$ cat config.mk
export PLATFORM = sky130hd
export DESIGN_NAME = traffic_phase_controller
export DESIGN_NICKNAME = d
export VERILOG_FILES = /design/src/rtl/traffic_phase_controller.sv
export SDC_FILE = /design/constraint.sdc
export NUM_CORES = 1
export LEC_CHECK = 0
export CAP_MARGIN = 25
export CORE_UTILIZATION = 63
export CTS_CLUSTER_DIAMETER = 200
export CTS_CLUSTER_SIZE = 8
export DETAILED_ROUTE_END_ITERATION = 12
export DONT_BUFFER_PORTS = 1
export GPL_TIMING_DRIVEN = 0
export PLACE_DENSITY = 0.81
export SLEW_MARGIN = 20
export SYNTH_ARGS = -nofsm -noshare
export SYNTH_HDL_FRONTEND = slang
export SYNTH_SLANG_ARGS = --single-unit
$ cat constraint.sdc
create_clock -name clk -period 2.7 [get_ports clk]
set_input_delay 0.54 -clock clk [delete_from_list [all_inputs] [get_ports clk]]
set_output_delay 0.54 -clock clk [all_outputs]
set_load 0.05 [all_outputs]
$ cat src/rtl/traffic_phase_controller.sv
// traffic_phase_controller: rotating NUM_PHASES-approach signal controller
// with per-phase green times, a one-shot sensor green extension and an
// optional pedestrian walk interval (present only when TRAFFIC_WALK_EN is defined).
// Latency: async inputs take 2 clk to sync; edges act on the 3rd clk.
// State changes show on the clk edge after the expiring tick.
// Backpressure: none; lamps and status are always driven from registered state.
// Ports: clk/Reset (sync, active-high); Sensor, Walk_Request, Reprogram (async).
// Time_Parameter_Selector/Phase_Select/Time_Value form the programming word.
// Green/Yellow/Red/Walk are the lamp drives.
// Phase/Remaining report the served approach and the seconds left.
module traffic_phase_controller #(
  parameter int NUM_PHASES = 4,
  parameter int TIME_W     = 4,
  parameter int CLK_DIV    = 100000000,
  parameter int DEF_GREEN  = 6,
  parameter int DEF_YELLOW = 2,
  parameter int DEF_EXT    = 3,
  parameter int DEF_WALK   = 3
) (
  input  logic                          clk,
  input  logic                          Reset,
  input  logic [NUM_PHASES-1:0]         Sensor,
  input  logic                          Walk_Request,
  input  logic                          Reprogram,
  input  logic [1:0]                    Time_Parameter_Selector,
  input  logic [$clog2(NUM_PHASES)-1:0] Phase_Select,
  input  logic [TIME_W-1:0]             Time_Value,
  output logic [NUM_PHASES-1:0]         Green,
  output logic [NUM_PHASES-1:0]         Yellow,
  output logic [NUM_PHASES-1:0]         Red,
  output logic                          Walk,
  output logic [$clog2(NUM_PHASES)-1:0] Phase,
  output logic [TIME_W-1:0]             Remaining
);
  localparam int PW = $clog2(NUM_PHASES);
  localparam int DW = $clog2(CLK_DIV);
  localparam logic [PW-1:0]     LAST_PHASE = PW'(NUM_PHASES - 1);
  localparam logic [DW-1:0]     DIV_MAX    = DW'(CLK_DIV - 1);
  localparam logic [TIME_W-1:0] ONE        = TIME_W'(1);

  typedef enum logic [1:0] {S_GREEN, S_YELLOW, S_ALLRED, S_WALK} state_t;

  state_t                state_q, state_d;
  logic [PW-1:0]         phase_q, phase_d, next_phase;
  logic [TIME_W-1:0]     rem_q, load_val, walk_time;
  logic [DW-1:0]         div_q;
  logic                  ext_used_q;
  logic [NUM_PHASES-1:0] sens_s1_q, sens_s2_q;
  logic [2:0]            rp_q;  // [0] first flop, [1] synced, [2] synced delayed
  logic                  rp_rise, walk_pend, enter, tick, expire, ext_take;

  logic [TIME_W-1:0]     green_q [NUM_PHASES];
  logic [TIME_W-1:0]     yellow_q, ext_q;

  // Zero on the programming bus means "restore the reset default".
  function automatic logic [TIME_W-1:0] pick(input logic [TIME_W-1:0] val,
                                             input logic [TIME_W-1:0] def);
    return (val == '0) ? def : val;
  endfunction

  // Input synchronisers
  always_ff @(posedge clk) begin
    if (Reset) begin
      sens_s1_q <= '0;
      sens_s2_q <= '0;
      rp_q      <= '0;
    end else begin
      sens_s1_q <= Sensor;
      sens_s2_q <= sens_s1_q;
      rp_q      <= {rp_q[1:0], Reprogram};
    end
  end

  assign rp_rise = rp_q[1] & ~rp_q[2];

`ifdef TRAFFIC_WALK_EN
  logic [2:0]        wr_q;
  logic              walk_rise, walk_latch_q;
  logic [TIME_W-1:0] walk_q;

  always_ff @(posedge clk) begin
    if (Reset) begin
      wr_q <= '0;
    end else begin
      wr_q <= {wr_q[1:0], Walk_Request};
    end
  end

  assign walk_rise = wr_q[1] & ~wr_q[2];

  // A new press wins over the clear, so a request arriving as WALK starts
  // is kept for the following round instead of being swallowed.
  always_ff @(posedge clk) begin
    if (Reset) begin
      walk_latch_q <= 1'b0;
    end else if (walk_rise) begin
      walk_latch_q <= 1'b1;
    end else if (enter && state_d == S_WALK) begin
      walk_latch_q <= 1'b0;
    end
  end

  assign walk_pend = walk_latch_q;
  assign walk_time = walk_q;
`else
  logic walk_unused;
  assign walk_unused = Walk_Request;
  assign walk_pend   = 1'b0;
  assign walk_time   = ONE;
`endif

  // Timing register file; a write never disturbs a state already loaded.
  always_ff @(posedge clk) begin
    if (Reset) begin
      for (int i = 0; i < NUM_PHASES; i++) green_q[i] <= TIME_W'(DEF_GREEN);
      yellow_q <= TIME_W'(DEF_YELLOW);
      ext_q    <= TIME_W'(DEF_EXT);
`ifdef TRAFFIC_WALK_EN
      walk_q   <= TIME_W'(DEF_WALK);
`endif
    end else if (rp_rise) begin
      case (Time_Parameter_Selector)
        2'b00: begin
          for (int i = 0; i < NUM_PHASES; i++) begin
            if (Phase_Select == PW'(i)) green_q[i] <= pick(Time_Value, TIME_W'(DEF_GREEN));
          end
        end
        2'b01: yellow_q <= pick(Time_Value, TIME_W'(DEF_YELLOW));
        2'b10: ext_q    <= pick(Time_Value, TIME_W'(DEF_EXT));
        2'b11: begin
`ifdef TRAFFIC_WALK_EN
          walk_q <= pick(Time_Value, TIME_W'(DEF_WALK));
`endif
        end
      endcase
    end
  end

  assign tick       = (div_q == DIV_MAX);
  assign expire     = tick && (rem_q == ONE);
  assign ext_take   = (state_q == S_GREEN) && expire && sens_s2_q[phase_q] && !ext_used_q;
  assign next_phase = (phase_q == LAST_PHASE) ? '0 : phase_q + PW'(1);
  assign enter      = (state_d != state_q);

  // FSM state register
  always_ff @(posedge clk) begin
    if (Reset) begin
      state_q <= S_ALLRED;
    end else begin
      state_q <= state_d;
    end
  end

  // FSM next-state logic
  always_comb begin
    state_d = state_q;
    phase_d = phase_q;
    if (expire) begin
      case (state_q)
        S_GREEN:  if (!ext_take) state_d = S_YELLOW;
        S_YELLOW: state_d = S_ALLRED;
        S_ALLRED: begin
          phase_d = next_phase;
          state_d = (walk_pend && next_phase == '0) ? S_WALK : S_GREEN;
        end
        default:  state_d = S_GREEN;
      endcase
    end
  end

  // Duration loaded on entry to the next state; reads the pre-write register.
  always_comb begin
    case (state_d)
      S_GREEN:  load_val = green_q[phase_d];
      S_YELLOW: load_val = yellow_q;
      S_ALLRED: load_val = ONE;
      default:  load_val = walk_time;
    endcase
  end

  // Phase, countdown and divider. Restarting the divider on every load makes
  // each state last exactly N whole ticks.
  always_ff @(posedge clk) begin
    if (Reset) begin
      phase_q    <= LAST_PHASE;
      rem_q      <= ONE;
      div_q      <= '0;
      ext_used_q <= 1'b0;
    end else begin
      phase_q <= phase_d;
      if (enter) begin
        rem_q <= load_val;
        div_q <= '0;
      end else if (ext_take) begin
        rem_q <= ext_q;
        div_q <= '0;
      end else if (tick) begin
        rem_q <= rem_q - ONE;
        div_q <= '0;
      end else begin
        div_q <= div_q + DW'(1);
      end
      if (enter && state_d == S_GREEN) begin
        ext_used_q <= 1'b0;
      end else if (ext_take) begin
        ext_used_q <= 1'b1;
      end
    end
  end

  // FSM outputs
  always_comb begin
    Green  = '0;
    Yellow = '0;
    Walk   = 1'b0;
    case (state_q)
      S_GREEN:  Green[phase_q]  = 1'b1;
      S_YELLOW: Yellow[phase_q] = 1'b1;
`ifdef TRAFFIC_WALK_EN
      S_WALK:   Walk = 1'b1;
`endif
      default:  ;
    endcase
    Red = ~(Green | Yellow);
  end

  assign Phase     = phase_q;
  assign Remaining = rem_q;

endmodule

## Word level (Yosys, flattened, before mapping)

Memories as Yosys holds them, arrays and structs flattened.
Cells that the tools add are included.

| word-level totals | value |
|---|---|
| register bits | 55 |
| bits in writable memories | 16 |
| output and inout port bits | 19 |
| word-level logic and storage cells | 98 |
| memories kept | 1 |

Memory list:

| memory | words | bits a word | rd ports | clocked after memory_dff | write ports | line | RTL |
|---|---|---|---|---|---|---|---|
| green_q | 4 | 4 | 1 | 0 | 4 | 52 | `logic [TIME_W-1:0] green_q [NUM_PHASES];` |

| operators by class | value |
|---|---|
| $add $sub $neg | 3 |
| $lt $le $gt $ge | 2 |
| equality and inequality tests | 12 |
| mux-type cells | 45 |
| bitwise logic cells | 8 |
| reductions and logical operators | 17 |

Operators by type and width:

| operator | number |
|---|---|
| two-way mux 4 bit | 12 |
| adder 27 x 1 -> 27 bit, second input constant | 1 |
| equality test 27 bit, second input constant | 1 |
| two-way mux 1 bit | 24 |
| equality test 2 bit, second input constant | 5 |
| two-way mux 2 bit | 5 |
| equality test 2 x 1 -> 1 bit, second input constant | 4 |
| logical NOT 2 bit | 4 |
| case mux 4 bit (2 select lines) | 1 |
| logical AND 1 bit | 6 |
| equality test 4 x 1 -> 1 bit, second input constant | 1 |
| logical NOT 4 bit | 1 |
| NOT 4 bit | 1 |
| OR 1 bit | 4 |
| OR 4 bit | 1 |
| case mux 2 bit (2 select lines) | 1 |
| AND reduction 2 bit | 2 |
| OR reduction 4 bit | 1 |
| subtractor 4 x 1 -> 4 bit, second input constant | 1 |
| less-than comparator 2 x 3 -> 1 bit, second input constant | 1 |
| nonzero test 3 bit | 1 |
| adder 2 x 1 -> 2 bit, second input constant | 1 |
| binary-select mux 1 bit (select 2 bit) | 1 |
| demux 1 bit (select 2 bit) | 1 |
| 6 further kinds | 6 |

## Depth between registers and ports, before layout

| depth | value |
|---|---|
| depth after elaboration | 11 |
| mapped depth | 10 |
| mapped depth without buffers | 9 |

## Worst setup path before layout

No wires, ideal clock.

| timing path | value |
|---|---|
| path kind | register to register |
| start | reg phase_q[0] (netlist: Phase[0]) |
| end | reg rem_q[0] (netlist: Remaining[0]) |
| arrival | 2.694 ns |
| data required time | 2.585 ns |
| slack | -0.108 ns |
| cell stages (with the launch flop) | 9 |
| clock period less this slack | 2.808 ns |
| path through | dfxtp_1 -> buf_2 -> mux4_2 -> nand2b_1 -> nor2_1 -> a2111o_1 -> a2111oi_0 -> a22oi_1 -> o21a_1 |

| between the ends | value |
|---|---|
| longest elaborated chain between the ends | 10 |
| elaborated cells on any way between the ends | 20 |
| classes of those cells | 1 x add/sub; 3 x eq/ne; 11 x mux; 4 x reduce/logical; 1 x memory |

Ends and longest elaborated chain:

| item | line | RTL |
|---|---|---|
| from (decl) | 44 | `logic [PW-1:0] phase_q, phase_d, next_phase;` |
| from (signal assigned) | 190 | `phase_q <= phase_d;` |
| binary-select mux 1 bit (select 2 bit) | 141 | `assign ext_take = (state_q == S_GREEN) && expire && sens_s2_q[phase_q] && !ext_used_q;` |
| two-way mux 1 bit (not written as such) | 141 |  |
| logical AND 1 bit (2 in a row) | 141 |  |
| two-way mux 2 bit | 160 | `S_GREEN: if (!ext_take) state_d = S_YELLOW;` |
| case mux 2 bit (2 select lines) | 159 | `case (state_q)` |
| two-way mux 2 bit | 158 | `if (expire) begin` |
| equality test 2 x 1 -> 1 bit or logical NOT 2 bit (tied branches) | 173 | `case (state_d)` |
| case mux 4 bit (2 select lines) | 173 |  |
| two-way mux 4 bit | 191 | `if (enter) begin` |
| to (signal assigned) | 192 | `rem_q <= load_val;` |
| to (signal assigned) | 195 | `rem_q <= ext_q;` |
| to (signal assigned) | 198 | `rem_q <= rem_q - ONE;` |
| to (decl) | 45 | `logic [TIME_W-1:0] rem_q, load_val, walk_time;` |

Parallel ways exist; a longest one is shown, timed or not. The select of a mux whose other input is x is not followed.
A chain may end at the register's enable or synchronous reset.

## Final worst setup path

| timing path | value |
|---|---|
| start | reg rem_q[1] (netlist: Remaining[1]) |
| end | reg rem_q[2] (netlist: Remaining[2]) |

| between the ends | value |
|---|---|
| longest elaborated chain between the ends | 11 |
| elaborated cells on any way between the ends | 19 |
| classes of those cells | 1 x add/sub; 3 x eq/ne; 8 x mux; 6 x reduce/logical; 1 x memory |

Ends and longest elaborated chain:

| item | line | RTL |
|---|---|---|
| equality test 4 x 1 -> 1 bit | 140 | `assign expire = tick && (rem_q == ONE);` |
| logical AND 1 bit | 140 |  |
| logical AND 1 bit (3 in a row) | 141 |  |
| two-way mux 2 bit | 160 |  |
| case mux 2 bit (2 select lines) | 159 |  |
| two-way mux 2 bit | 158 |  |
| equality test 2 x 1 -> 1 bit or logical NOT 2 bit (tied branches) | 173 |  |
| case mux 4 bit (2 select lines) | 173 |  |
| two-way mux 4 bit | 191 |  |

Parallel ways exist; a longest one is shown, timed or not. The select of a mux whose other input is x is not followed.

==> impl_metrics.csv <==
group,metric,value,unit
outcome,status,"completed",
timing,setup_viol,0,
finish,syn_to_final_growth,9.95,%
floorplanning,die_w,76.0,um
timing,grt_setup_unrepaired,"no",
critical_path,critPathLaunchType,"register",
synthesis,yosysTopAreaCell,"dfxtp_1",
timing,fmax,0.389,GHz
critical_path,r2r_cells,10,
pwr,leakagePower,1.41,nW
cts,clk_latency,0.35,ns
synthesis,yosysSeqAreaShare,45.9,%
critical_path,critPathKind,"register to register",
floorplanning,num_rows,26,
route,wl,7260,um
pwr,ir_drop,0.362,mV
synthesis,async_reset_ff_share,0,%
synthesis,synth_top_area_share,31.9,%
timing,fin_crit_sh,95.3,%
route,ant_nets,0,
synthesis,synth.net_count,393,
floorplanning,coreArea,5170,sq um
floorplanning,die_area,5770,sq um
floorplanning,ios,35,
critical_path,r2r_slack,0.13,ns
global_routing,overflow,0,
timing,finClkSkew,0.00856,ns
critical_path,crit_path_end_kind,"register",
min_path,worstHoldEndpoint,"sens_s1_q[3]",
floorplanning,die_h,76.0,um
placement,globalplace.congestion,0.871,
critical_path,crit_required,2.95,ns
synthesis,synth_edf_count,16,
critical_path,arrival,2.82,ns
finish,postLayoutCellArea,3790,sq um
min_path,min_path_type,"input port to register",
placement,detailed_place_hpwl,5180,um
global_routing,grt_max_degree,13,
synthesis,synthTopCellsByArea,"dfxtp_1, edfxtp_1, nor2_1",
timing,max_slew_margin,48.3,%
route,drt_iter0_drc,225,
cts,htreeDepth,3,
global_routing,grt_pass1_vias,2570,
route,vias,2715,
min_path,holdPathStages,1,
route,wl_per_cell,15.8,um
placement,port_buffers,0,
synthesis,synth_common_cells,"dfxtp_1, nor2_1, nand2_1",
route,dr.pass1.iters,5,
timing,finalCriticalPeriod,2.57,ns
synthesis,synth_warnings,0,
placement,place_area,3540,sq um
route,routed_via_density,5.92,
cts,root_buffer,"clkbuf_8",
floorplanning,start_util,66.6,%
timing,final_hold_viol_count,0,
cts,cts_tree,"yes",
run,drv_cap,0,
synthesis,synth_cells,370,
pwr,p_per_area,522,nW/um^2
critical_path,worstReg2RegStart,"Remaining[1]",
synthesis,ys.flop_type,"dfxtp_1",
global_routing,antenna_found_initial,0,
cts,cts.path.max_buffers,2,
timing,tightest_slew,0.774,ns
synthesis,yosysMostFrequentCell,"dfxtp_1",
synthesis,avgSynthCellArea,9.32,sq um
finish,insertedDiodeCount,0,
synthesis,ys_types,60,
critical_path,critPathMaxFanout,6,
route,drc_errors,0,
critical_path,crit-reg2reg-capture,"Remaining[2]",
global_routing,grt_pass1_wl,12400,um
cts,clock-sinks,71,
cts,numCtsBuffers,9,
finish,nets,407,
min_path,hold_path.startpoint,"Sensor[3]",
timing,drv_slew,0,
global_routing,grt_usage,27.5,%
synthesis,synth-seq-cells,71,
synthesis,synth_area,3450,sq um
finish,final_layout_size_suffix_gt1_share,11.1,%
cts,cts.clk_slew.worst_paths,0.08,ns
pwr,power,1.98,mW
==> repair_timing <==
item / in CTS / in global routing
endpoints found under the setup margin: 4 / 3
setup buffers: 3 / 0
gates resized for setup: 6 / 6
hold buffers: 0 / 0
gates cloned: 0 / 0
==> worst max-delay path, cell delays in order, from the launching register on <==
cell and delay [ns]:
dfxtp_2 0.43, inv_2 0.12, ha_1 0.18, nor3b_4 0.22, nand4_1 0.15, or4_4 0.49
mux2i_4 0.23, buf_12 0.15, mux2i_1 0.21, o22ai_1 0.12, a21o_1 0.18
==> power breakdown <==
part	switching [mW]	total [mW]	internal [mW]
Sequential	0.00919	1.11	1.10
Clock	0.388	0.806	0.418
Combinational	0.0428	0.0647	0.0219
Total	0.440	1.98	1.54
==> flip-flops by register name, indices dropped and copies added, names as in the netlist <==
register    flops
div_q          27
green_q        16
Remaining       4
ext_q           4
sens_s1_q       4
sens_s2_q       4
yellow_q        4
rp_q            3
Phase           2
state_q         2
ext_used_q      1
==> final cells by class <==
| class | instances | area, sq um |
|---|---|---|
| timing repair buffer | 3 | 35.0 |
| clock inverter | 7 | 63.8 |
| sequential | 71 | 1590 |
| multi-input combinational | 271 | 1750 |
| tap | 70 | 87.6 |
| inverter | 11 | 41.3 |
| fill | 388 | 1380 |
| clock buffer | 9 | 124 |
| buffer | 17 | 97.6 |
==> through the flow <==
| stage | instances | util (%) | TNS (ns) | setup slack [ns] | hold slack, ns |
|---|---|---|---|---|---|
| 2_1_floorplan | 370 | - | 0 | 0.0826 | 0.414 |
| 3_3_place_gp | 440 | 68.4 | -0.813 | -0.242 | 0.420 |
| 3_5_place_dp | 440 | 68.4 | -0.931 | -0.268 | 0.426 |
| 4_1_cts | 459 | 72.9 | 0 | 0.0252 | 0.326 |
| 5_1_grt | 459 | 73.3 | 0 | 0.00247 | 0.314 |
| 6_report | 459 | 73.3 | 0 | 0.128 | 0.328 |
==> routing by layer <==
layer	wire length, um	GRT usage [%]	vias to the layer above
met5	0	0	-
met4	86	8.65	0
met3	588	8.26	11
met2	3370	43.4	114
met1	3220	36.3	1261
li1	-	-	1329
==> cells by family after synthesis <==
logic type	after synthesis	synth area share, %
muxes	14	4.79
other	1	0.109
buffers and inverters	28	3.85
and+or+nand+nor	177	26.8
AOI/OAI and AO/OA	49	10.2
DFF	71	45.9
xor gates and xnor gates	23	5.84
adders and majority gates	7	2.54
==> worst max-delay path by stage <==
stage	start	slack [ns]	cells after the start	end
floorplan	Remaining[1]	0.08	9	Remaining[0]
global route	Remaining[1]	0.002	10	Remaining[1]
global placement	Remaining[1]	-0.24	9	Remaining[2]
detailed placement	Remaining[1]	-0.27	9	Remaining[2]
finish	Remaining[1]	0.13	10	Remaining[2]
CTS	Phase[0]	0.03	8	Remaining[0]
==> cell usage in the layout, fill, tap and decap left out, types with 2 or more instances in the layout <==
master,n
and4_1,3
buf_4,4
xnor2_1,5
dfxtp_2,2
o211ai_1,3
clkbuf_1,11
ha_1,6
or3_1,4
o31ai_1,2
dfxtp_4,2
a41oi_1,2
o21ai_0,10
nor3_1,17
nand2_1,37
a2bb2oi_1,2
nand4_1,10
a31o_2,3
clkinv_1,2
and2_1,14
clkbuf_8,9
a22oi_1,3
buf_6,3
and3_1,10
clkinv_2,2
xor2_1,18
edfxtp_1,16
a21oi_1,8
nor2_1,44
mux2i_1,12
inv_1,10
o311ai_0,3
nor2b_1,12
nand3_1,12
dfxtp_1,51
(Power assumes the default switching activity.)
